`config.mk`:
```
export PLATFORM = sky130hd
export DESIGN_NAME = led_scan_decoder_flat
export DESIGN_NICKNAME = d
export VERILOG_FILES = /design/src/rtl/led_scan_decoder_if.sv /design/src/rtl/led_scan_decoder.sv /design/src/flat_wrapper.sv
export SDC_FILE = /design/constraint.sdc
export NUM_CORES = 1
export LEC_CHECK = 0
export ABC_AREA = 1
export BUFFER_PORTS_ARGS = -buffer_cell sky130_fd_sc_hd__clkbuf_2
export CAP_MARGIN = 20
export CORE_ASPECT_RATIO = 0.7
export CORE_MARGIN = 2
export CORE_UTILIZATION = 40
export DETAILED_ROUTE_END_ITERATION = 8
export PLACE_DENSITY = 0.54
export SYNTH_ARGS = -nofsm -noshare
export SYNTH_HDL_FRONTEND = slang
export SYNTH_SLANG_ARGS = --single-unit
```
`constraint.sdc`:
```
create_clock -name clk50MHz -period 4 [get_ports clk50MHz]
set_clock_uncertainty 0.05 [all_clocks]
set_input_delay 1.2 -clock clk50MHz [delete_from_list [all_inputs] [get_ports clk50MHz]]
set_output_delay 1.2 -clock clk50MHz [all_outputs]
set_load 0.02 [all_outputs]
```
`src/rtl/led_scan_decoder_if.sv`:
```
// Scanned 7-segment bus and decoded-frame bundle for led_scan_decoder.
// master: scan source / frame consumer.  slave: the decoder.
// Optional order_err member exists when SCAN_ORDER_CHECK_EN is defined.
interface led_scan_decoder_if;
    logic [7:0]  LEDOUT;
    logic [3:0]  LEDSEL;
    logic [15:0] digit_hex;
    logic [3:0]  digit_blank;
    logic [3:0]  seg_err;
    logic [3:0]  dp;
    logic        frame_valid;
    logic        scan_stall;
    logic        sel_err;
`ifdef SCAN_ORDER_CHECK_EN
    logic        order_err;

    modport master (
        output LEDOUT, LEDSEL,
        input  digit_hex, digit_blank, seg_err, dp,
        input  frame_valid, scan_stall, sel_err, order_err
    );
    modport slave (
        input  LEDOUT, LEDSEL,
        output digit_hex, digit_blank, seg_err, dp,
        output frame_valid, scan_stall, sel_err, order_err
    );
`else
    modport master (
        output LEDOUT, LEDSEL,
        input  digit_hex, digit_blank, seg_err, dp,
        input  frame_valid, scan_stall, sel_err
    );
    modport slave (
        input  LEDOUT, LEDSEL,
        output digit_hex, digit_blank, seg_err, dp,
        output frame_valid, scan_stall, sel_err
    );
`endif
endinterface

```
`src/rtl/led_scan_decoder.sv`:
```
// Rebuilds four hex digits from a scanned active-low LEDOUT/LEDSEL bus.
// Ports: clk50MHz, rst (sync, active-high), bus (led_scan_decoder_if.slave):
//   in LEDOUT[7:0], LEDSEL[3:0]; out digit_hex[15:0], digit_blank, seg_err,
//   dp, frame_valid (pulse), scan_stall (level), sel_err (sticky).
// Optional: SCAN_ORDER_CHECK_EN adds sticky bus.order_err (scan order check).
module led_scan_decoder #(
    parameter int SETTLE_CYC  = 4,
    parameter int TIMEOUT_CYC = 50000
) (
    input logic              clk50MHz,
    input logic              rst,
    led_scan_decoder_if.slave bus
);

    localparam int              CW      = $clog2(SETTLE_CYC + 1);
    localparam logic [CW-1:0]   CNT_MAX = CW'(SETTLE_CYC - 1);
    localparam logic [15:0]     TO_MAX  = 16'(TIMEOUT_CYC);

    // {blank, err, nibble}
    function automatic logic [5:0] dec7(input logic [6:0] s);
        logic [5:0] r;
        case (s)
            7'h40: r = 6'h00;
            7'h79: r = 6'h01;
            7'h24: r = 6'h02;
            7'h30: r = 6'h03;
            7'h19: r = 6'h04;
            7'h12: r = 6'h05;
            7'h02: r = 6'h06;
            7'h78: r = 6'h07;
            7'h00: r = 6'h08;
            7'h10: r = 6'h09;
            7'h08: r = 6'h0A;
            7'h03: r = 6'h0B;
            7'h46: r = 6'h0C;
            7'h21: r = 6'h0D;
            7'h06: r = 6'h0E;
            7'h0E: r = 6'h0F;
            7'h7F: r = 6'h20;
            default: r = 6'h10;
        endcase
        return r;
    endfunction

    logic [11:0]   prev_q;
    logic [CW-1:0] cnt_q, cnt_d;
    logic          done_q, done_d;
    logic [3:0]    seen_q, seen_d;
    logic          pend_q, pend_d;
    logic [15:0]   sh_hex_q, sh_hex_d;
    logic [3:0]    sh_blk_q, sh_blk_d;
    logic [3:0]    sh_err_q, sh_err_d;
    logic [3:0]    sh_dp_q, sh_dp_d;
    logic [15:0]   hex_q;
    logic [3:0]    blk_q, err_q, dp_q;
    logic          fv_q;
    logic [15:0]   to_q, to_d;
    logic          sel_err_q;

    logic [3:0]    sel_n;
    logic          onehot, multi, same, stable, capture;
    logic [1:0]    idx;
    logic [5:0]    dcd;
    logic [3:0]    seen_new;

    always_comb begin
        sel_n  = ~bus.LEDSEL;
        multi  = (sel_n & (sel_n - 4'd1)) != 4'd0;
        onehot = (sel_n != 4'd0) && !multi;
        same   = {bus.LEDSEL, bus.LEDOUT} == prev_q;
        stable = same && onehot;
        // valid only when sel_n is one-hot
        idx    = {sel_n[3] | sel_n[2], sel_n[3] | sel_n[1]};
        dcd    = dec7(bus.LEDOUT[6:0]);

        cnt_d = '0;
        if (stable)
            cnt_d = (cnt_q == CNT_MAX) ? cnt_q : cnt_q + 1'b1;

        // done blocks a second capture within one dwell
        capture = onehot && (cnt_d == CNT_MAX) && !(same && done_q);
        done_d  = capture || (stable && done_q);

        sh_hex_d = sh_hex_q;
        sh_blk_d = sh_blk_q;
        sh_err_d = sh_err_q;
        sh_dp_d  = sh_dp_q;
        seen_new = seen_q;
        if (capture) begin
            sh_hex_d[{idx, 2'b00} +: 4] = dcd[3:0];
            sh_blk_d[idx] = dcd[5];
            sh_err_d[idx] = dcd[4];
            sh_dp_d[idx]  = ~bus.LEDOUT[7];
            seen_new      = seen_q | (4'b0001 << idx);
        end

        // seen is cleared as the frame completes, so a capture on the
        // publish cycle already belongs to the next frame
        pend_d = capture && (seen_new == 4'hF);
        seen_d = pend_d ? 4'h0 : seen_new;

        to_d = to_q;
        if (capture)
            to_d = 16'd0;
        else if (to_q != TO_MAX)
            to_d = to_q + 16'd1;
    end

    always_ff @(posedge clk50MHz) begin
        if (rst) begin
            prev_q    <= '0;
            cnt_q     <= '0;
            done_q    <= 1'b0;
            seen_q    <= '0;
            pend_q    <= 1'b0;
            sh_hex_q  <= '0;
            sh_blk_q  <= '0;
            sh_err_q  <= '0;
            sh_dp_q   <= '0;
            hex_q     <= '0;
            blk_q     <= '0;
            err_q     <= '0;
            dp_q      <= '0;
            fv_q      <= 1'b0;
            to_q      <= '0;
            sel_err_q <= 1'b0;
        end else begin
            prev_q    <= {bus.LEDSEL, bus.LEDOUT};
            cnt_q     <= cnt_d;
            done_q    <= done_d;
            seen_q    <= seen_d;
            pend_q    <= pend_d;
            sh_hex_q  <= sh_hex_d;
            sh_blk_q  <= sh_blk_d;
            sh_err_q  <= sh_err_d;
            sh_dp_q   <= sh_dp_d;
            fv_q      <= pend_q;
            to_q      <= to_d;
            sel_err_q <= sel_err_q | multi;
            if (pend_q) begin
                hex_q <= sh_hex_q;
                blk_q <= sh_blk_q;
                err_q <= sh_err_q;
                dp_q  <= sh_dp_q;
            end
        end
    end

    assign bus.digit_hex   = hex_q;
    assign bus.digit_blank = blk_q;
    assign bus.seg_err     = err_q;
    assign bus.dp          = dp_q;
    assign bus.frame_valid = fv_q;
    assign bus.scan_stall  = (to_q == TO_MAX);
    assign bus.sel_err     = sel_err_q;

`ifdef SCAN_ORDER_CHECK_EN
    logic [1:0] last_q;
    logic       any_q;
    logic       ord_q;
    logic [1:0] exp_prev;

    assign exp_prev = idx - 2'd1;

    always_ff @(posedge clk50MHz) begin
        if (rst) begin
            last_q <= '0;
            any_q  <= 1'b0;
            ord_q  <= 1'b0;
        end else if (capture) begin
            last_q <= idx;
            any_q  <= 1'b1;
            if (any_q && last_q != exp_prev && last_q != idx)
                ord_q <= 1'b1;
        end
    end

    assign bus.order_err = ord_q;
`endif

endmodule
```
`src/flat_wrapper.sv`:
```
// flat-port wrapper written by rule: the top's interface ports become plain ports
module led_scan_decoder_flat 
#(
    parameter int SETTLE_CYC  = 4,
    parameter int TIMEOUT_CYC = 50000
)
  (clk50MHz, rst, bus_LEDOUT, bus_LEDSEL, bus_digit_hex, bus_digit_blank, bus_seg_err, bus_dp, bus_frame_valid, bus_scan_stall, bus_sel_err);
  led_scan_decoder_if bus_i ();
  input logic clk50MHz;
  input logic rst;
  input wire logic [$bits(bus_i.LEDOUT)-1:0] bus_LEDOUT;
  input wire logic [$bits(bus_i.LEDSEL)-1:0] bus_LEDSEL;
  output wire logic [$bits(bus_i.digit_hex)-1:0] bus_digit_hex;
  output wire logic [$bits(bus_i.digit_blank)-1:0] bus_digit_blank;
  output wire logic [$bits(bus_i.seg_err)-1:0] bus_seg_err;
  output wire logic [$bits(bus_i.dp)-1:0] bus_dp;
  output wire logic [$bits(bus_i.frame_valid)-1:0] bus_frame_valid;
  output wire logic [$bits(bus_i.scan_stall)-1:0] bus_scan_stall;
  output wire logic [$bits(bus_i.sel_err)-1:0] bus_sel_err;
  assign bus_i.LEDOUT = bus_LEDOUT;
  assign bus_i.LEDSEL = bus_LEDSEL;
  assign bus_digit_hex = bus_i.digit_hex;
  assign bus_digit_blank = bus_i.digit_blank;
  assign bus_seg_err = bus_i.seg_err;
  assign bus_dp = bus_i.dp;
  assign bus_frame_valid = bus_i.frame_valid;
  assign bus_scan_stall = bus_i.scan_stall;
  assign bus_sel_err = bus_i.sel_err;
  led_scan_decoder #(.SETTLE_CYC(SETTLE_CYC), .TIMEOUT_CYC(TIMEOUT_CYC)) u_core (.clk50MHz(clk50MHz), .rst(rst), .bus(bus_i));
endmodule
```
==> results.json, run 1 <==
{
  "status": "completed",
  "avgSynthCellArea_um2": 7.18,
  "globalRouteOverflowTotal": 0,
  "grt_pass1_wl_um": 16500,
  "yosys_warnings": 0,
  "place_congestion": 0.887,
  "clock_sinks": 95,
  "clock_power_share_pct": 45.2,
  "path_clk_slew_ns": 0.06,
  "drive_gt1_share_pct": 14.1,
  "pwr-share-seq_pct": 49.5,
  "antenna_found_initial": 0,
  "ys.flop_type": "dfxtp_1",
  "synth_edf_count": 0,
  "p_total_mw": 1.94,
  "cts_buffers": 9,
  "antennaDiodeCount": 0,
  "start_util_pct": 41.1,
  "period_minus_slack_ns": 3.10,
  "cts_tree": "built",
  "drv_slew": 0,
  "postCtsSetupBuffers": 0,
  "arrival_ns": 1.85,
  "num_vias": 3703,
  "p_sw_share_pct": 23.3,
  "track_usage_pct": 17.7,
  "grt_max_degree": 44,
  "ant_nets": 0,
  "ys_seq_area_share_pct": 44.7,
  "rsz0062_at_grt": "false",
  "areaGrowthSynthToFinish_pct": 15.2,
  "power_density_mw_per_mm2": 397,
  "place_hpwl_um": 6740,
  "setup_viol": 0,
  "intPower_mw": 1.49,
  "drt-initial-drc-count": 184,
  "pin_count": 45,
  "clock.fmax_ghz": 0.322,
  "final.setup.tns_ns": 0,
  "die-area_mm2": 0.0115,
  "drt-total-wl_um": 9200,
  "postSynthCellCount": 592,
  "worstSetupPathType": "reg2out",
  "worst_path_largest_cell_delay_ns": 0.59,
  "final_util_pct": 47.3,
  "cap_violations": 0,
  "die_x_um": 127,
  "n_fill_cell": 1059,
  "dr.pass1.iters": 4,
  "num_rows": 31,
  "cp.buffers_inverters": 2,
  "cp_cell_sequence": "inv_1 > ha_1 > nand3_1 > nor4_1 > clkbuf_2",
  "min_path_type": "reg2reg",
  "async_reset_ff_share_pct": 0,
  "p_switching_mw": 0.453,
  "syn_area_mm2": 0.00425,
  "drc": 0,
  "cp_data_required_time_ns": 2.75,
  "cts_max_level": 3,
  "leakage_nw": 2.30,
  "clk_latency_ns": 0.34,
  "die_y_um": 90.3,
  "start_kind": "register",
  "postCtsHoldBufs": 0,
  "combPwrFrac_pct": 5.3,
  "cts-root-buf": "clkbuf_16",
  "synth.net_count": 617,
  "hold_viol": 0,
  "ctsResizeCount": 0,
  "relSlewSlack_pct": 39.3,
  "cts_buffer_depth": 2,
  "core_area_mm2": 0.0104,
  "port_buffers": 44,
  "worst_setup_path_end_kind": "primary output",
  "ys_ff_latch": 95,
  "viasPerCell": 4.80,
  "grt_pass1_vias": 3534,
  "worst_slew_pin_slew_ns": 0.910,
  "crit_path_max_fanout": 5,
  "irDropWorstVdd_mv": 0.198,
  "critical_path.slowest_cell": "nor4_1",
  "path_delay_family": "simple AND/OR/NAND/NOR gates",
  "nets": 659,
  "synth_cell_types": 34,
  "finalCritPeriodShare_pct": 77.5,
  "routedWlPerCell_um": 11.9
}
## tightest hold or removal path, delay by kind of cell, from the launching register on
family	cells	cell delay, ns
and+or+nand+nor	1	0.06
AOI/OAI and AO/OA	1	0.05
DFF	1	0.31
## stage by stage
step	instances	setup WS [ns]	cell area [µm²]	hold WS, ns
after detailed placement	755	0.898	4590	0.409
after CTS	771	0.856	4900	0.420
after global placement	755	0.971	4590	0.405
after global routing	771	0.750	4900	0.426
final	771	0.899	4900	0.416
after floorplan	592	1.24	4250	0.394
## flip-flops by register name (all words and copies together) (netlist names)
signal / count
u_core.bus.digit_hex: 16
u_core.bus.dp: 4
u_core.bus.frame_valid: 1
u_core.pend_q: 1
u_core.sh_hex_q: 16
u_core.bus.seg_err: 4
u_core.done_q: 1
u_core.prev_q: 12
u_core.cnt_q: 3
u_core.sh_dp_q: 4
u_core.seen_q: 4
u_core.sh_blk_q: 4
u_core.to_q: 16
u_core.sh_err_q: 4
u_core.bus.sel_err: 1
u_core.bus.digit_blank: 4
## layer usage
layer	vias to the layer above	GRT usage, %	part of all wire (%)	wire, µm
li1	1978	-	-	-
met1	1655	25.1	54	4920
met2	68	26.7	42	3870
met3	2	4.50	4.0	369
met4	0	4.95	0.36	33
met5	-	0	0	0
## cells in the mapped netlist, types with 9 or more instances
cell type | instances | area share, %
a21oi_1 | 31 | 3.6
clkbuf_1 | 14 | 1.2
dfxtp_1 | 95 | 45
ha_1 | 11 | 3.2
inv_1 | 61 | 5.4
inv_2 | 9 | 0.79
nand2_1 | 115 | 10
nand3_1 | 21 | 2.5
nand4_1 | 13 | 1.9
nor2_1 | 127 | 11
nor3_1 | 12 | 1.4
o21ai_0 | 40 | 4.7
## path summary, 6_finish.rpt
check | slack (ns) | cells after the start | end | start
setup reg to reg | 1.89 | 3 | u_core.bus.seg_err[3] | u_core.pend_q
setup / recovery | 0.90 | 5 | bus_scan_stall | u_core.to_q[0]
hold reg to reg | 0.42 | 2 | u_core.sh_hex_q[1] | u_core.sh_hex_q[1]
hold / removal | 0.42 | 2 | u_core.sh_hex_q[1] | u_core.sh_hex_q[1]
## power by group through the flow
stage | clock network [mW] | logic, mW | registers, mW
after floorplan | 0 | 0.0709 | 0.983
after global placement | 0 | 0.103 | 0.983
after detailed placement | 0 | 0.104 | 0.983
after CTS | 0.905 | 0.105 | 0.961
after global routing | 0.950 | 0.120 | 0.963
final | 0.878 | 0.104 | 0.962
## cells by family (layout without fill, tap and decap cells)
kind of cell               Yosys count  after routing  synth area share (%)
DFF                                 95             95                  44.7
AOI/OAI and AO/OA                   87             87                  11.2
buffers and inverters               87            134                  7.89
and+or+nand+nor                    310            310                  32.5
adders and majority gates           11             11                  3.24
xor gates and xnor gates             2              2                 0.412
## cell usage in the layout (no fill, tap or decap), drive strengths merged
cell type / netlist / layout
nor4: 4 / 4
clkinv: 1 / 4
nor3b: 1 / 1
nand4: 13 / 13
bufinv: 0 / 1
or2: 3 / 3
ha: 11 / 11
clkbuf: 14 / 54
a211oi: 6 / 6
xor2: 2 / 2
nand2: 118 / 118
nand3: 23 / 23
nor2: 134 / 134
buf: 1 / 2
a21oi: 33 / 33
o211ai: 1 / 1
o31ai: 3 / 3
and3: 1 / 1
nor3: 12 / 12
nand3b: 1 / 1
o211a: 1 / 1
dfxtp: 95 / 95
o21a: 1 / 1
inv: 71 / 72
clkinvlp: 0 / 1
o21ai: 42 / 42
## area by class of cell
class	count	area, µm²	share of cell area [%]
sequential	95	1900	38.8
multi-input combinational	410	2010	41.1
clock buffer	10	239	4.88
clock inverter	6	67.6	1.38
inverter	72	275	5.62
timing repair buffer	46	235	4.80
tap	132	165	3.37
Power figures use the tool's default switching activity.
==> inputs of run 2 (changes only) <==
- clock period: 4 -> 2.89 ns (I/O delays scaled with it)
==> results.json, run 2 (synthesis results as in run 1) <==
{
  "relSlewSlack_pct": 42.5,
  "cap_violations": 0,
  "holdWs_ns": 0.418,
  "final_cell_mix": "nor2_1 (127), nand2_1 (115), dfxtp_1 (95)",
  "antennaDiodeCount": 0,
  "port_buffers": 44,
  "leakage_nw": 2.32,
  "ant_nets": 0,
  "drt-total-wl_um": 9260,
  "worstSetupPathType": "reg2out",
  "track_usage_pct": 17.7,
  "setup_viol": 0,
  "start_util_pct": 41.1,
  "rrSetupSlack_ns": 0.94,
  "finalCritPeriodShare_pct": 90.1,
  "clk_latency_ns": 0.34,
  "routedWlPerCell_um": 11.9,
  "cts_tree": "built",
  "p_switching_mw": 0.628,
  "cp_data_required_time_ns": 1.97,
  "place_congestion": 0.873,
  "clock_sinks": 95,
  "drt-initial-drc-count": 191,
  "status": "completed",
  "p_sw_share_pct": 23.3,
  "p_total_mw": 2.69,
  "globalRouteOverflowTotal": 0,
  "grt_pass1_wl_um": 16600,
  "die_x_um": 127,
  "drv_slew": 0,
  "grt_pass1_vias": 3558,
  "pwr-share-seq_pct": 49.5,
  "start_kind": "register",
  "cts-root-buf": "clkbuf_16",
  "intPower_mw": 2.06,
  "r2r-start": "u_core.to_q[0]",
  "num_rows": 31,
  "rr_worst_depth": 9,
  "dr.pass1.iters": 4,
  "antenna_found_initial": 0,
  "clock_power_share_pct": 45.1,
  "nets": 664,
  "drc": 0,
  "combPwrFrac_pct": 5.5,
  "dp_cells": 760,
  "viasPerCell": 4.76,
  "path_clk_slew_ns": 0.07,
  "place_hpwl_um": 6830,
  "areaGrowthSynthToFinish_pct": 16.2,
  "post-place-ws_ns": 0.304,
  "irDropWorstVdd_mv": 0.266,
  "final.setup.tns_ns": 0,
  "num_vias": 3696,
  "worst_setup_path_end_kind": "primary output",
  "layout_commonest_cell": "nor2_1",
  "postCtsHoldBufs": 0,
  "cp_cell_sequence": "inv_1 > ha_1 > nand3_1 > nor4_2 > clkbuf_2",
  "critical_path.slowest_cell": "nor4_2",
  "cts_max_level": 3,
  "worst_path_largest_cell_delay_ns": 0.42,
  "postCtsSetupBuffers": 0,
  "fin_area_mm2": 0.00494,
  "grt_max_degree": 33,
  "rsz0062_at_grt": "false",
  "core_area_mm2": 0.0104,
  "worst_slew_pin_slew_ns": 0.861,
  "arrival_ns": 1.69,
  "final_util_pct": 47.7,
  "min_path_type": "reg2reg",
  "drive_gt1_share_pct": 14.9,
  "period_minus_slack_ns": 2.60,
  "power_density_mw_per_mm2": 545,
  "hold_viol": 0,
  "min_path_cells": 2,
  "cts_buffer_depth": 2,
  "reg2reg_to": "u_core.to_q[14]",
  "layout_setup_ws_ns": 0.287,
  "crit_path_max_fanout": 5,
  "hold_start": "u_core.sh_hex_q[3]",
  "die-area_mm2": 0.0115,
  "cts_buffers": 9,
  "die_y_um": 90.3,
  "pin_count": 45,
  "instances_no_fill": 776,
  "clock.fmax_ghz": 0.384,
  "dpl_cell_area_mm2": 0.00463,
  "holdPathEnd": "u_core.sh_hex_q[3]"
}
## run 2: repair_timing
action,4_1_cts,5_1_grt
gates resized for setup,0,1
setup endpoints to repair,0,1
endpoints found under the hold margin,0,0
## run 2: layout make-up
type	instances	area (µm²)
clock inverter	6	67.6
sequential	95	1900
clock buffer	10	239
tap	132	165
multi-input combinational	410	2020
inverter	72	275
fill	1063	5410
timing repair buffer	51	273
## run 2: layer usage
layer	vias up	part of all wire [%]	routed length, µm	global-route usage, %
li1	1986	-	-	-
met1	1629	54	5030	25.4
met2	72	40	3720	26.3
met3	9	4.6	425	4.50
met4	0	0.92	85	5.04
met5	-	0	0	0
## run 2: how the worst max path moves through the flow
stage | start | to | slack, ns | cells after the start
floorplan | u_core.to_q[0] | bus_scan_stall | 0.46 | 4
global placement | bus_LEDSEL[3] | u_core.sh_hex_q[1] | 0.35 | 8
detailed placement | bus_LEDSEL[3] | u_core.sh_hex_q[1] | 0.30 | 8
CTS | u_core.to_q[0] | bus_scan_stall | 0.09 | 5
global route | u_core.to_q[0] | bus_scan_stall | 0.12 | 5
finish | u_core.to_q[0] | bus_scan_stall | 0.29 | 5
## run 2: power groups by stage
stage | Sequential (mW) | Clock (mW) | Combinational, mW
detailed placement | 1.36 | 0 | 0.148
floorplan | 1.36 | 0 | 0.0982
CTS | 1.33 | 1.24 | 0.149
global placement | 1.36 | 0 | 0.146
finish | 1.33 | 1.21 | 0.147
global route | 1.33 | 1.31 | 0.169
## run 2: worst max-delay path: cells and delay by family (launching register included)
| kind | cells | cell delay (ns) |
|---|---|---|
| simple gates | 2 | 0.51 |
| flops | 1 | 0.35 |
| fa+ha+maj | 1 | 0.15 |
| buf+inv | 2 | 0.34 |
==> inputs of run 3 (changes only) <==
- clock period: 2.89 -> 2.43 ns (I/O delays scaled with it)
==> results.json, run 3 (synthesis results as in run 1) <==
{
  "crit_path_max_fanout": 5,
  "die_x_um": 127,
  "clock_sinks": 95,
  "intPower_mw": 2.48,
  "worst_setup_path_end_kind": "primary output",
  "drc": 0,
  "grt_pass1_wl_um": 16400,
  "areaGrowthSynthToFinish_pct": 17.6,
  "cts_buffer_depth": 2,
  "leakage_nw": 2.36,
  "track_usage_pct": 17.4,
  "num_vias": 3824,
  "irDropWorstVdd_mv": 0.356,
  "endpoint": "bus_scan_stall",
  "cts_buffers": 9,
  "viasPerCell": 4.90,
  "power_density_mw_per_mm2": 638,
  "r2r-start": "u_core.cnt_q[0]",
  "nets": 670,
  "worst_slew_pin_slew_ns": 0.947,
  "place_hpwl_um": 6930,
  "finalCritPeriodShare_pct": 95.6,
  "worstSetupPathType": "reg2out",
  "path_clk_slew_ns": 0.06,
  "grt_pass1_vias": 3517,
  "antennaDiodeCount": 0,
  "path_depth": 6,
  "relSlewSlack_pct": 36.8,
  "pwr-share-seq_pct": 49.6,
  "drt-initial-drc-count": 194,
  "start_util_pct": 41.1,
  "final_cell_mix": "nor2_1 (127), nand2_1 (115), dfxtp_1 (93)",
  "start_kind": "register",
  "crit_path_start": "u_core.to_q[0]",
  "min_path_type": "reg2reg",
  "hold_viol": 0,
  "worst_path_largest_cell_delay_ns": 0.36,
  "clock.fmax_ghz": 0.430,
  "final.setup.tns_ns": 0,
  "cap_violations": 0,
  "arrival_ns": 1.55,
  "core_area_mm2": 0.0104,
  "drv_slew": 0,
  "port_buffers": 44,
  "status": "completed",
  "postCtsHoldBufs": 0,
  "place_congestion": 0.885,
  "clock_power_share_pct": 44.6,
  "drive_gt1_share_pct": 16.0,
  "dp_cells": 765,
  "layout_commonest_cell": "nor2_1",
  "p_sw_share_pct": 22.5,
  "antenna_found_initial": 0,
  "drt-total-wl_um": 9550,
  "cts_tree": "built",
  "multi_input_area_mm2": 0.00202,
  "die-area_mm2": 0.0115,
  "path_delay_family": "flip-flops",
  "p_switching_mw": 0.717,
  "path_common_cell": "buf_4",
  "dr.pass1.iters": 5,
  "reg2reg_to": "u_core.sh_hex_q[12]",
  "rrSetupSlack_ns": 0.52,
  "routedWlPerCell_um": 12.2,
  "seq_area_mm2": 0.00191,
  "num_rows": 31,
  "cp_data_required_time_ns": 1.65,
  "cts_max_level": 3,
  "grt_max_degree": 33,
  "combPwrFrac_pct": 5.8,
  "pin_count": 45,
  "cts-root-buf": "clkbuf_16",
  "p_total_mw": 3.19,
  "setup_viol": 0,
  "clk_latency_ns": 0.34,
  "ant_nets": 0,
  "n_fill_cell": 1016,
  "die_y_um": 90.3,
  "period_minus_slack_ns": 2.32,
  "cp.buffers_inverters": 3,
  "rr_worst_depth": 12,
  "critical_path.slowest_cell": "dfxtp_4",
  "final_util_pct": 48.3,
  "cp_cell_sequence": "inv_2 > ha_2 > nand3_1 > nor4_2 > buf_4 > buf_4",
  "instances_no_fill": 780,
  "globalRouteOverflowTotal": 0
}
[run 3: cell type report]
type / instances / share of cell area [%]
Multi-Input combinational cell: 410 / 40.5
Sequential cell: 95 / 38.1
Timing Repair Buffer: 57 / 6.66
Inverter: 72 / 5.51
Clock buffer: 11 / 5.06
Tap cell: 132 / 3.30
Clock inverter: 3 / 0.876
[run 3: metal layers]
metal	up-vias	global-route usage, %	routed length, µm
li1	2002	-	-
met1	1721	25.1	5040
met2	94	25.9	3980
met3	7	4.09	451
met4	0	5.22	80
met5	-	0	0
[run 3: what timing repair did]
action                                  in CTS  in global routing
resized for setup                            0                  8
endpoints found under the setup margin       0                  1
setup buffers                                0                  1
[run 3: power by group through the flow]
stage / clock (mW) / combinational [mW] / sequential (mW)
after floorplan: 0 / 0.117 / 1.62
after global placement: 0 / 0.181 / 1.62
after detailed placement: 0 / 0.183 / 1.62
after CTS: 1.46 / 0.184 / 1.58
after global routing: 1.52 / 0.209 / 1.59
final: 1.42 / 0.184 / 1.58
[run 3: worst min path at each step]
stage                              from             endpoint  slack [ns]  cells after the start
detailed placement   u_core.sh_hex_q[4]   u_core.sh_hex_q[4]        0.41                      2
global placement    u_core.sh_hex_q[14]  u_core.sh_hex_q[14]        0.41                      2
CTS                  u_core.sh_hex_q[4]   u_core.sh_hex_q[4]        0.42                      2
floorplan            u_core.sh_hex_q[0]   u_core.sh_hex_q[0]        0.39                      2
finish               u_core.sh_hex_q[2]   u_core.sh_hex_q[2]        0.42                      2
global route        u_core.sh_hex_q[14]  u_core.sh_hex_q[14]        0.43                      2
[run 3: through the flow]
step | hold slack (ns) | area, µm² | setup WS (ns)
after detailed placement | 0.409 | 4680 | 0.0627
after global placement | 0.406 | 4680 | 0.123
after global routing | 0.429 | 5000 | -0.00129
after floorplan | 0.394 | 4250 | 0.141
final | 0.419 | 5000 | 0.106
after CTS | 0.420 | 4980 | 0.0324
[run 3: worst min-delay path: cells and delay by family, from the launching register on]
| family | cells | cell delay (ns) |
|---|---|---|
| compound gates | 1 | 0.05 |
| flops | 1 | 0.31 |
| simple gates | 1 | 0.06 |
